## config.mk

```make
export PLATFORM = sky130hd
export DESIGN_NAME = uart_baud_gen
export DESIGN_NICKNAME = d
export VERILOG_FILES = /design/src/rtl/uart_baud_gen.sv
export SDC_FILE = /design/constraint.sdc
export NUM_CORES = 1
export LEC_CHECK = 0
export CAP_MARGIN = 10
export CORE_MARGIN = 1.5
export CORE_UTILIZATION = 30
export DETAILED_ROUTE_END_ITERATION = 16
export SYNTH_ARGS = -nofsm -noshare
export SYNTH_HDL_FRONTEND = slang
export SYNTH_SLANG_ARGS = --single-unit
```

## constraint.sdc

```tcl
create_clock -name clk -period 3.2 [get_ports clk]
set_input_delay 0.64 -clock clk [delete_from_list [all_inputs] [get_ports clk]]
set_output_delay 0.64 -clock clk [all_outputs]
set_load 0.05 [all_outputs]
```

## src/rtl/uart_baud_gen.sv

```systemverilog
// UART baud timing generator: oversample tick, mid-bit and bit-end pulses from one divider chain.
// Build option UART_BAUD_FRAC_EN adds 4 fractional divisor bits with a carry accumulator.
module uart_baud_gen #(
    parameter int unsigned CLK_HZ       = 50000000,
    parameter int unsigned BAUD0        = 9600,
    parameter int unsigned BAUD1        = 19200,
    parameter int unsigned BAUD2        = 38400,
    parameter int unsigned BAUD3        = 115200,
    parameter int unsigned OVERSAMPLE   = 16,
    parameter int unsigned SAMPLE_POINT = 8,
    parameter int unsigned CNT_W        = 16
) (
    input  logic                          clk,
    input  logic                          rst,
    input  logic                          enable,
    input  logic [1:0]                    baud_sel,
    input  logic                          sync_restart,
    output logic                          os_tick,
    output logic                          bit_mid,
    output logic                          bit_end,
    output logic [$clog2(OVERSAMPLE)-1:0] phase
);

    localparam int unsigned PW = $clog2(OVERSAMPLE);
`ifdef UART_BAUD_FRAC_EN
    localparam int unsigned FB = 4;
`else
    localparam int unsigned FB = 0;
`endif

    // Rounded divisor scaled by 2^FB; the integer part sits above the FB fraction bits.
    function automatic longint unsigned scaled_div(input longint unsigned baud);
        longint unsigned den;
        den = baud * OVERSAMPLE;
        return ((64'(CLK_HZ) << FB) + den / 2) / den;
    endfunction

    function automatic bit div_ok(input longint unsigned fd);
        return ((fd >> FB) >= 2) && ((fd >> FB) < (64'd1 << CNT_W));
    endfunction

    localparam longint unsigned FD0 = scaled_div(BAUD0);
    localparam longint unsigned FD1 = scaled_div(BAUD1);
    localparam longint unsigned FD2 = scaled_div(BAUD2);
    localparam longint unsigned FD3 = scaled_div(BAUD3);

    if (!(div_ok(FD0) && div_ok(FD1) && div_ok(FD2) && div_ok(FD3))) begin : g_div_range
        $error("uart_baud_gen: a baud divisor is below 2 or does not fit CNT_W");
    end
    if (OVERSAMPLE < 4 || OVERSAMPLE > 64 || SAMPLE_POINT < 1 || SAMPLE_POINT > OVERSAMPLE) begin : g_os_range
        $error("uart_baud_gen: OVERSAMPLE or SAMPLE_POINT out of range");
    end

    localparam logic [CNT_W-1:0] INT0 = CNT_W'(FD0 >> FB);
    localparam logic [CNT_W-1:0] INT1 = CNT_W'(FD1 >> FB);
    localparam logic [CNT_W-1:0] INT2 = CNT_W'(FD2 >> FB);
    localparam logic [CNT_W-1:0] INT3 = CNT_W'(FD3 >> FB);
    localparam logic [PW-1:0]    PH_MID  = PW'(SAMPLE_POINT - 1);
    localparam logic [PW-1:0]    PH_LAST = PW'(OVERSAMPLE - 1);

    logic [CNT_W-1:0] sel_int;
    logic [CNT_W-1:0] div_act;
    logic [CNT_W-1:0] div_eff;
    logic [CNT_W-1:0] last_cnt;
    logic [CNT_W-1:0] count;
    logic             div_valid;
    logic             wrap;

    always_comb begin
        sel_int = INT0;
        case (baud_sel)
            2'd0:    sel_int = INT0;
            2'd1:    sel_int = INT1;
            2'd2:    sel_int = INT2;
            default: sel_int = INT3;
        endcase
    end

`ifdef UART_BAUD_FRAC_EN
    localparam logic [3:0] FRC0 = 4'(FD0);
    localparam logic [3:0] FRC1 = 4'(FD1);
    localparam logic [3:0] FRC2 = 4'(FD2);
    localparam logic [3:0] FRC3 = 4'(FD3);

    logic [3:0] sel_frac;
    logic [3:0] acc;
    logic       extra;

    always_comb begin
        sel_frac = FRC0;
        case (baud_sel)
            2'd0:    sel_frac = FRC0;
            2'd1:    sel_frac = FRC1;
            2'd2:    sel_frac = FRC2;
            default: sel_frac = FRC3;
        endcase
    end

    // The carry from this wrap lengthens the next oversample period by one clock.
    always_ff @(posedge clk or negedge rst) begin
        if (!rst) begin
            acc   <= '0;
            extra <= 1'b0;
        end else if (!enable || sync_restart) begin
            acc   <= '0;
            extra <= 1'b0;
        end else if (wrap) begin
            {extra, acc} <= {1'b0, acc} + {1'b0, sel_frac};
        end
    end
`endif

    // Before the first enabled cycle after reset no divisor has been latched yet.
    always_comb begin
        div_eff = div_valid ? div_act : sel_int;
`ifdef UART_BAUD_FRAC_EN
        last_cnt = div_eff - CNT_W'(1) + CNT_W'(extra);
`else
        last_cnt = div_eff - CNT_W'(1);
`endif
        wrap = (count == last_cnt);
    end

    always_ff @(posedge clk or negedge rst) begin
        if (!rst) begin
            count     <= '0;
            div_act   <= '0;
            div_valid <= 1'b0;
            phase     <= '0;
            os_tick   <= 1'b0;
            bit_mid   <= 1'b0;
            bit_end   <= 1'b0;
        end else if (!enable || sync_restart) begin
            count     <= '0;
            div_act   <= sel_int;
            div_valid <= 1'b1;
            phase     <= '0;
            os_tick   <= 1'b0;
            bit_mid   <= 1'b0;
            bit_end   <= 1'b0;
        end else if (wrap) begin
            count     <= '0;
            div_act   <= sel_int;
            div_valid <= 1'b1;
            phase     <= (phase == PH_LAST) ? '0 : phase + PW'(1);
            os_tick   <= 1'b1;
            bit_mid   <= (phase == PH_MID);
            bit_end   <= (phase == PH_LAST);
        end else begin
            count     <= count + CNT_W'(1);
            div_act   <= div_eff;
            div_valid <= 1'b1;
            os_tick   <= 1'b0;
            bit_mid   <= 1'b0;
            bit_end   <= 1'b0;
        end
    end

endmodule
```

==> metrics.csv, run 1 <==
metric,value,unit
status,"complete, no violations",
synthesis warning total,0,
final net count,380,
worst slack at placement,-0.508,ns
Tot Pwr,1.17,mW
Placeable Area,0.00885,mm2
post-synth top area cell,dfrtp_1,
XOR/XNOR Fraction of Synth Area,10.4,%
CTS Buf Count,5,
Leak,1.56,nW
Cells after Synth,322,
DP HPWL,5.71,mm
DIE HEIGHT,99.4,um
Initial Utilization,31.5,%
Clock transition at path regs,0.09,ns
crit-path cells,or4b_4 > buf_4 > xnor2_1 > o211ai_1 > o2111ai_2 > or4_4 > o211ai_2 > buf_6 > mux2_2,
Max-Cap Viols,0,
post-synthesis mux area share,4.85,%
Crit path max-delay family,simple AND/OR/NAND/NOR gates,
Worst Tran Pin Value,0.904,ns
drt wl/cell,15.9,um
"Hold Vio Cnt, Final",0,
Main synth FF type,dfrtp_1,
die area,0.00988,mm2
GP Congestion,0.955,
Slew Limit Fails,0,
Post-Synth Simple-Gate Area,29.0,%
CP peak stage delay,0.59,ns
worst setup margin,0.142,ns
syn_nets,331,
Compound-Gate Fraction of Synth Area,13.6,%
crit path kind,reg2reg,
"commonest cells after routing, fill and taps aside","buf_4, dfrtp_1, nor2_1",
top post-synthesis cells by area,"dfrtp_1, nor2_1, xnor2_1",
Avg Vias per Cell,5.17,
clock sink count,40,
first-pass GRT wire length,12.7,mm
worst endpoint required time,3.38,ns
Critical Path End Type,register,
Die W,99.4,um
stages on the worst setup path,9,
initial antenna violation count,0,
IO Pins,13,
TritonRoute pass-1 iters,5,
min Tclk post-route,3.06,ns
CTS tree,done,
#FFs+latches synth,40,
clock skew,0.0111,ns
FP Rows,34,
drt total wl,7.62,mm
Worst setup SP type,register,
Post-route DRC,0,
flop2flop setup slack,0.14,ns
hold bufs inserted after CTS,0,
remaining global-route overflow,0,
largest net degree at the start of global routing,41,
Final ANT Viol Nets,0,
Ant. Diodes,0,
Worst Path Max Fanout,6,
CP Buf/Inv Count,2,
cell area after layout,0.00360,mm2
via count,2482,
Placed Area,0.00333,mm2
Clock Tree Root,clkbuf_8,
CTS max path bufs,2,
"EDFF count, synth",0,
Hold Crit Class,in2async,
asr flop ratio synth,100,%
FMAX,327,MHz
initial drt markers,170,
FF-to-FF path depth,9,
post-synth cell types,64,
gr usage total,16.2,%
area share of the largest cell type after synthesis,35.9,%
"most common cell after layout, fill and taps aside",buf_4,
peak supply drop,192,uV
Tcrit/Tclk final,95.6,%
Arrival @ worst endpoint,3.23,ns
Syn Area/Cell,8.66,um2
layout cells sized above 1,25.0,%
H-tree Lvls,2,
sequential fraction of the synthesis area,35.9,%
fillers,894,
vias in the first global route,2502,
Power Dens Cells,324,mW/mm2
Mapped Area,0.00279,mm2
largest family of logic cells by synthesized area,simple AND/OR/NAND/NOR gates,
worst-skew pair later-pin latency,0.30,ns
setup violators final,0,
Layout Area Growth over Synthesis,29.2,%
I/O Buffers,12,
setup tns final,0,ns
adder-cell share of the synthesized area,1.35,%
Critical-path top delay cell,or4b_4,
relative slew slack,39.7,%
==> final cells by class <==
cell class | count | area, um2 | share of cell area [%]
clock buffers | 6 | 72.6 | 2.01
multi-input cells | 252 | 1790 | 49.7
flip-flops and latches | 40 | 1000 | 27.8
well taps | 108 | 135 | 3.75
inverters | 8 | 35.0 | 0.972
clock inverters | 2 | 35.0 | 0.972
repair buffers | 64 | 534 | 14.8
==> synth_stat cells (all sizes together) (3+ instances only) <==
library cell   n
dfrtp         40
nor2          40
nand2         29
nand3         19
o21ai         15
xnor2         14
xor2          14
clkbuf        12
buf           10
and3           9
mux2i          9
a21oi          8
inv            8
nand4          6
nor2b          6
nor3           6
nand2b         5
nand3b         5
a211oi         4
mux2           4
or4b           4
and2           3
ha             3
nor4           3
nor4b          3
o211ai         3
o22ai          3
or2            3
or4            3
==> power breakdown <==
part	internal [mW]	switching, mW	leakage, nW	total, mW
clock	0.232	0.190	0.0552	0.422
combinational	0.107	0.111	0.965	0.219
sequential	0.515	0.0129	0.538	0.528
==> final timing paths <==
| kind | from | endpoint |
|---|---|---|
| worst max-delay path | div_act[2]$_DFF_PN0_ | div_act[2]$_DFF_PN0_ |
| worst min-delay path | rst | count[12]$_DFF_PN0_ |
| worst max register to register | div_act[2]$_DFF_PN0_ | div_act[2]$_DFF_PN0_ |
| worst min register to register | phase[3]$_DFFE_PN0P_ | bit_mid$_DFF_PN0_ |
| max in group asynchronous | rst | div_act[7]$_DFF_PN0_ |
| min in group clk | phase[3]$_DFFE_PN0P_ | bit_mid$_DFF_PN0_ |
==> state kept, by name, summed over array words and instances (netlist names) <==
name and count:
os_tick 1, div_act 16, bit_end 1, count 16, div_valid 1, phase 4, bit_mid 1
==> logic make-up (layout without fill, tap and decap cells) <==
logic type / Yosys count / after routing
AOI/OAI and AO/OA: 54 / 54
xor gates and xnor gates: 30 / 30
adders and majority gates: 3 / 3
buffers and inverters: 30 / 80
DFF: 40 / 40
muxes: 13 / 13
other: 1 / 1
and+or+nand+nor: 151 / 151
==> stage by stage <==
| stage | hold slack (ns) | utilization (%) | instances |
|---|---|---|---|
| floorplan | 0.344 | - | 322 |
| global placement | 0.522 | 37.7 | 464 |
| detailed placement | 0.528 | 37.7 | 464 |
| CTS | 0.506 | 39.8 | 475 |
| global route | 0.555 | 40.7 | 480 |
| finish | 0.465 | 40.7 | 480 |
==> per-layer routing <==
layer / share of wire [%] / GRT usage [%] / up-vias
met4: 1.5 / 3.36 / 0
met1: 47 / 22.3 / 1173
met3: 4.0 / 2.39 / 11
met2: 48 / 27.2 / 56
li1: - / - / 1242
met5: 0 / 0 / -
==> what timing repair did <==
action / in CTS / in global routing
buffers inserted: 3 / 5
setup endpoints to repair: 36 / 26
gates cloned: 0 / 0
pin swaps: 10 / 6
gates resized for setup: 19 / 12
(Power assumes the default switching activity.)
==> inputs of run 2 (changes only) <==
--- a/config.mk
+++ b/config.mk
@@ -7,8 +7,9 @@
 export LEC_CHECK = 0
 export CAP_MARGIN = 10
 export CORE_MARGIN = 1.5
-export CORE_UTILIZATION = 30
+export CORE_UTILIZATION = 40
 export DETAILED_ROUTE_END_ITERATION = 16
+export GPL_TIMING_DRIVEN = 0
 export SYNTH_ARGS = -nofsm -noshare
 export SYNTH_HDL_FRONTEND = slang
 export SYNTH_SLANG_ARGS = --single-unit
==> run 2 against run 1 <==
Net effect:
- setup slack got worse by 0.22 ns
- register-to-register slack lost 0.22 ns
- power down 9.1%
- wire length is 1.4% lower
- critical endpoint unchanged
- via count rose by 1.3%
- clock power decreased by 24%
- fmax is 6.7% lower
- flip-flop and latch count is the same
- the flow now finishes with violations (negative setup slack)
- non-clock buffer count shrank 10
- utilization is 12 points higher
- highest routed layer unchanged
==> metrics.csv, run 2 (synthesized netlist as in run 1, its figures left out) <==
metric,value,unit,change
status,"finished, violations left",,
failing checks,negative setup slack,,
CTS tree,done,,
crit path kind,reg2reg,,
min Tclk post-route,3.28,ns,+0.221 ns
clock sink count,40,,unchanged
IO Pins,13,,unchanged
Hold Crit Class,in2async,,
worst-skew pair later-pin latency,0.29,ns,about the same
clock skew,0.00763,ns,-0.00344 ns
Worst Path Max Fanout,6,,unchanged
worst r2r src,div_valid$_DFF_PN0_,,
GR met3 Demand/Resource,4.19,%,+1.8 points
DIE HEIGHT,86.5,um,-13%
Ant. Diodes,0,,unchanged
"commonest cells after routing, fill and taps aside","nor2_1, dfrtp_1, nand2_1",,
FP Rows,30,,-12%
relative slew slack,60.4,%,+21 points
FF-to-FF path depth,14,,+5
first-pass GRT wire length,12.2,mm,-4.1%
M1 GR Usage,30.0,%,+7.7 points
fillers,660,,-26%
top flop regs,"count (16), div_act (16), phase (4)",,
cell area after layout,0.00353,mm2,-2.0%
vias in the first global route,2333,,-6.8%
Leak,1.49,nW,-4.6%
gr busiest metal,met2,,
hold bufs inserted after CTS,0,,unchanged
worst setup path endpoint,div_act[2]$_DFF_PN0_,,
setup violators final,7,,+7
worst setup margin,-0.0782,ns,-0.221 ns
Placeable Area,0.00676,mm2,-24%
H-tree Lvls,2,,unchanged
Reg area,0.00100,mm2,+0.12%
I/O Buffers,12,,unchanged
Power Dens Cells,301,mW/mm2,-7.2%
Arrival @ worst endpoint,3.45,ns,+0.22 ns
FMAX,305,MHz,-6.7%
DP HPWL,5.19,mm,-9.1%
layout cells sized above 1,22.7,%,-2.3 points
Post-route DRC,0,,unchanged
Final ANT Viol Nets,0,,unchanged
Initial Utilization,41.3,%,+9.8 points
area of the multi-input gates,0.00187,mm2,+4.3%
CTS max path bufs,2,,unchanged
Slew Limit Fails,0,,unchanged
drt wl/cell,17.0,um,+7.3%
Placed Area,0.00312,mm2,-6.5%
Critical Path End Type,register,,
Clock transition at path regs,0.08,ns,about the same
met2 GRT Util,32.3,%,+5.1 points
gr usage total,21.0,%,+4.8 points
Layout Area Growth over Synthesis,26.6,%,
GP Congestion,0.938,,-1.8%
TritonRoute pass-1 iters,4,,-1
initial drt markers,107,,-37%
CTS Buf Count,5,,unchanged
worst endpoint required time,3.37,ns,about the same
Tcrit/Tclk final,102,%,+6.9 points
Max-Cap Viols,0,,unchanged
peak supply drop,210,uV,+9.2%
final net count,370,,-2.6%
Clock Tree Root,clkbuf_8,,
via count,2515,,+1.3%
Worst Tran Pin Value,0.595,ns,-0.309 ns
remaining global-route overflow,0,,unchanged
drt total wl,7.51,mm,-1.4%
WHS,0.297,ns,-0.168 ns
Tot Pwr,1.06,mW,-9.1%
largest net degree at the start of global routing,23,,-44%
RSZ-0062 raised after global routing,yes,,
initial antenna violation count,0,,unchanged
flop2flop setup slack,-0.08,ns,-0.22 ns
Reg-to-Reg End,div_act[2]$_DFF_PN0_,,
"Hold Vio Cnt, Final",0,,unchanged
Die W,86.5,um,-13%
Worst setup SP type,register,,
die area,0.00748,mm2,-24%
Avg Vias per Cell,5.70,,+10%
crit path from,div_valid$_DFF_PN0_,,
## run 2: routing by layer
layer / vias up / wire length [um] / share of wire [%]
li1: 1216 / - / -
met1: 1232 / 3640 / 48
met2: 52 / 3390 / 45
met3: 15 / 342 / 4.6
met4: 0 / 133 / 1.8
met5: - / 0 / 0
## run 2: report_power, final
group	internal [mW]	switching, mW	total, mW
Clock	0.148	0.172	0.321
Combinational	0.0992	0.113	0.213
Sequential	0.515	0.0139	0.529
Total	0.763	0.300	1.06
## run 2: repair_timing
item | CTS | global route
endpoints found under the setup margin | 39 | 36
setup buffers | 12 | 10
pin swaps | 11 | 14
resized for setup | 31 | 19
gates cloned | 0 | 0
endpoints found under the hold margin | 0 | 0
## run 2: cell type report
class	count	area share, %
flip-flops and latches	40	28.4
clock inverters	1	0.142
plain buffers	19	4.15
clock buffers	6	2.06
well taps	80	2.84
repair buffers	35	8.58
multi-input cells	252	52.9
inverters	8	0.922
## run 2: how the worst min path moves through the flow
stage	startpoint	to	slack (ns)	cells past startpoint
3_5_place_dp	phase[3]$_DFFE_PN0P_	bit_mid$_DFF_PN0_	0.52	1
4_1_cts	rst	count[13]$_DFF_PN0_	0.32	1
2_1_floorplan	rst	bit_end$_DFF_PN0_	0.34	0
5_1_grt	rst	count[13]$_DFF_PN0_	0.33	1
6_report	rst	count[13]$_DFF_PN0_	0.30	1
3_3_place_gp	phase[3]$_DFFE_PN0P_	bit_mid$_DFF_PN0_	0.51	1
## run 2: worst max-delay path, stage by stage, from the launching register on
cell,delay (ns)
dfrtp_1,0.39
buf_6,0.13
buf_8,0.13
buf_8,0.13
nand2b_4,0.15
o22ai_4,0.17
ha_4,0.22
xor2_4,0.09
and3_4,0.22
nor3_4,0.16
nand4_1,0.11
or4_4,0.60
o211ai_4,0.24
buf_4,0.15
mux2_4,0.29
## run 2: metrics by stage
stage | std cells | setup TNS, ns | utilization [%] | setup WS [ns]
2_1_floorplan | 322 | -0.00000999 | - | -0.00000999
3_3_place_gp | 414 | -24.55 | 45.8 | -0.868
3_5_place_dp | 415 | -24.02 | 46.1 | -0.858
4_1_cts | 433 | 0 | 50.3 | 0.000980
5_1_grt | 441 | -1.43 | 52.2 | -0.149
6_report | 441 | -0.319 | 52.2 | -0.0782
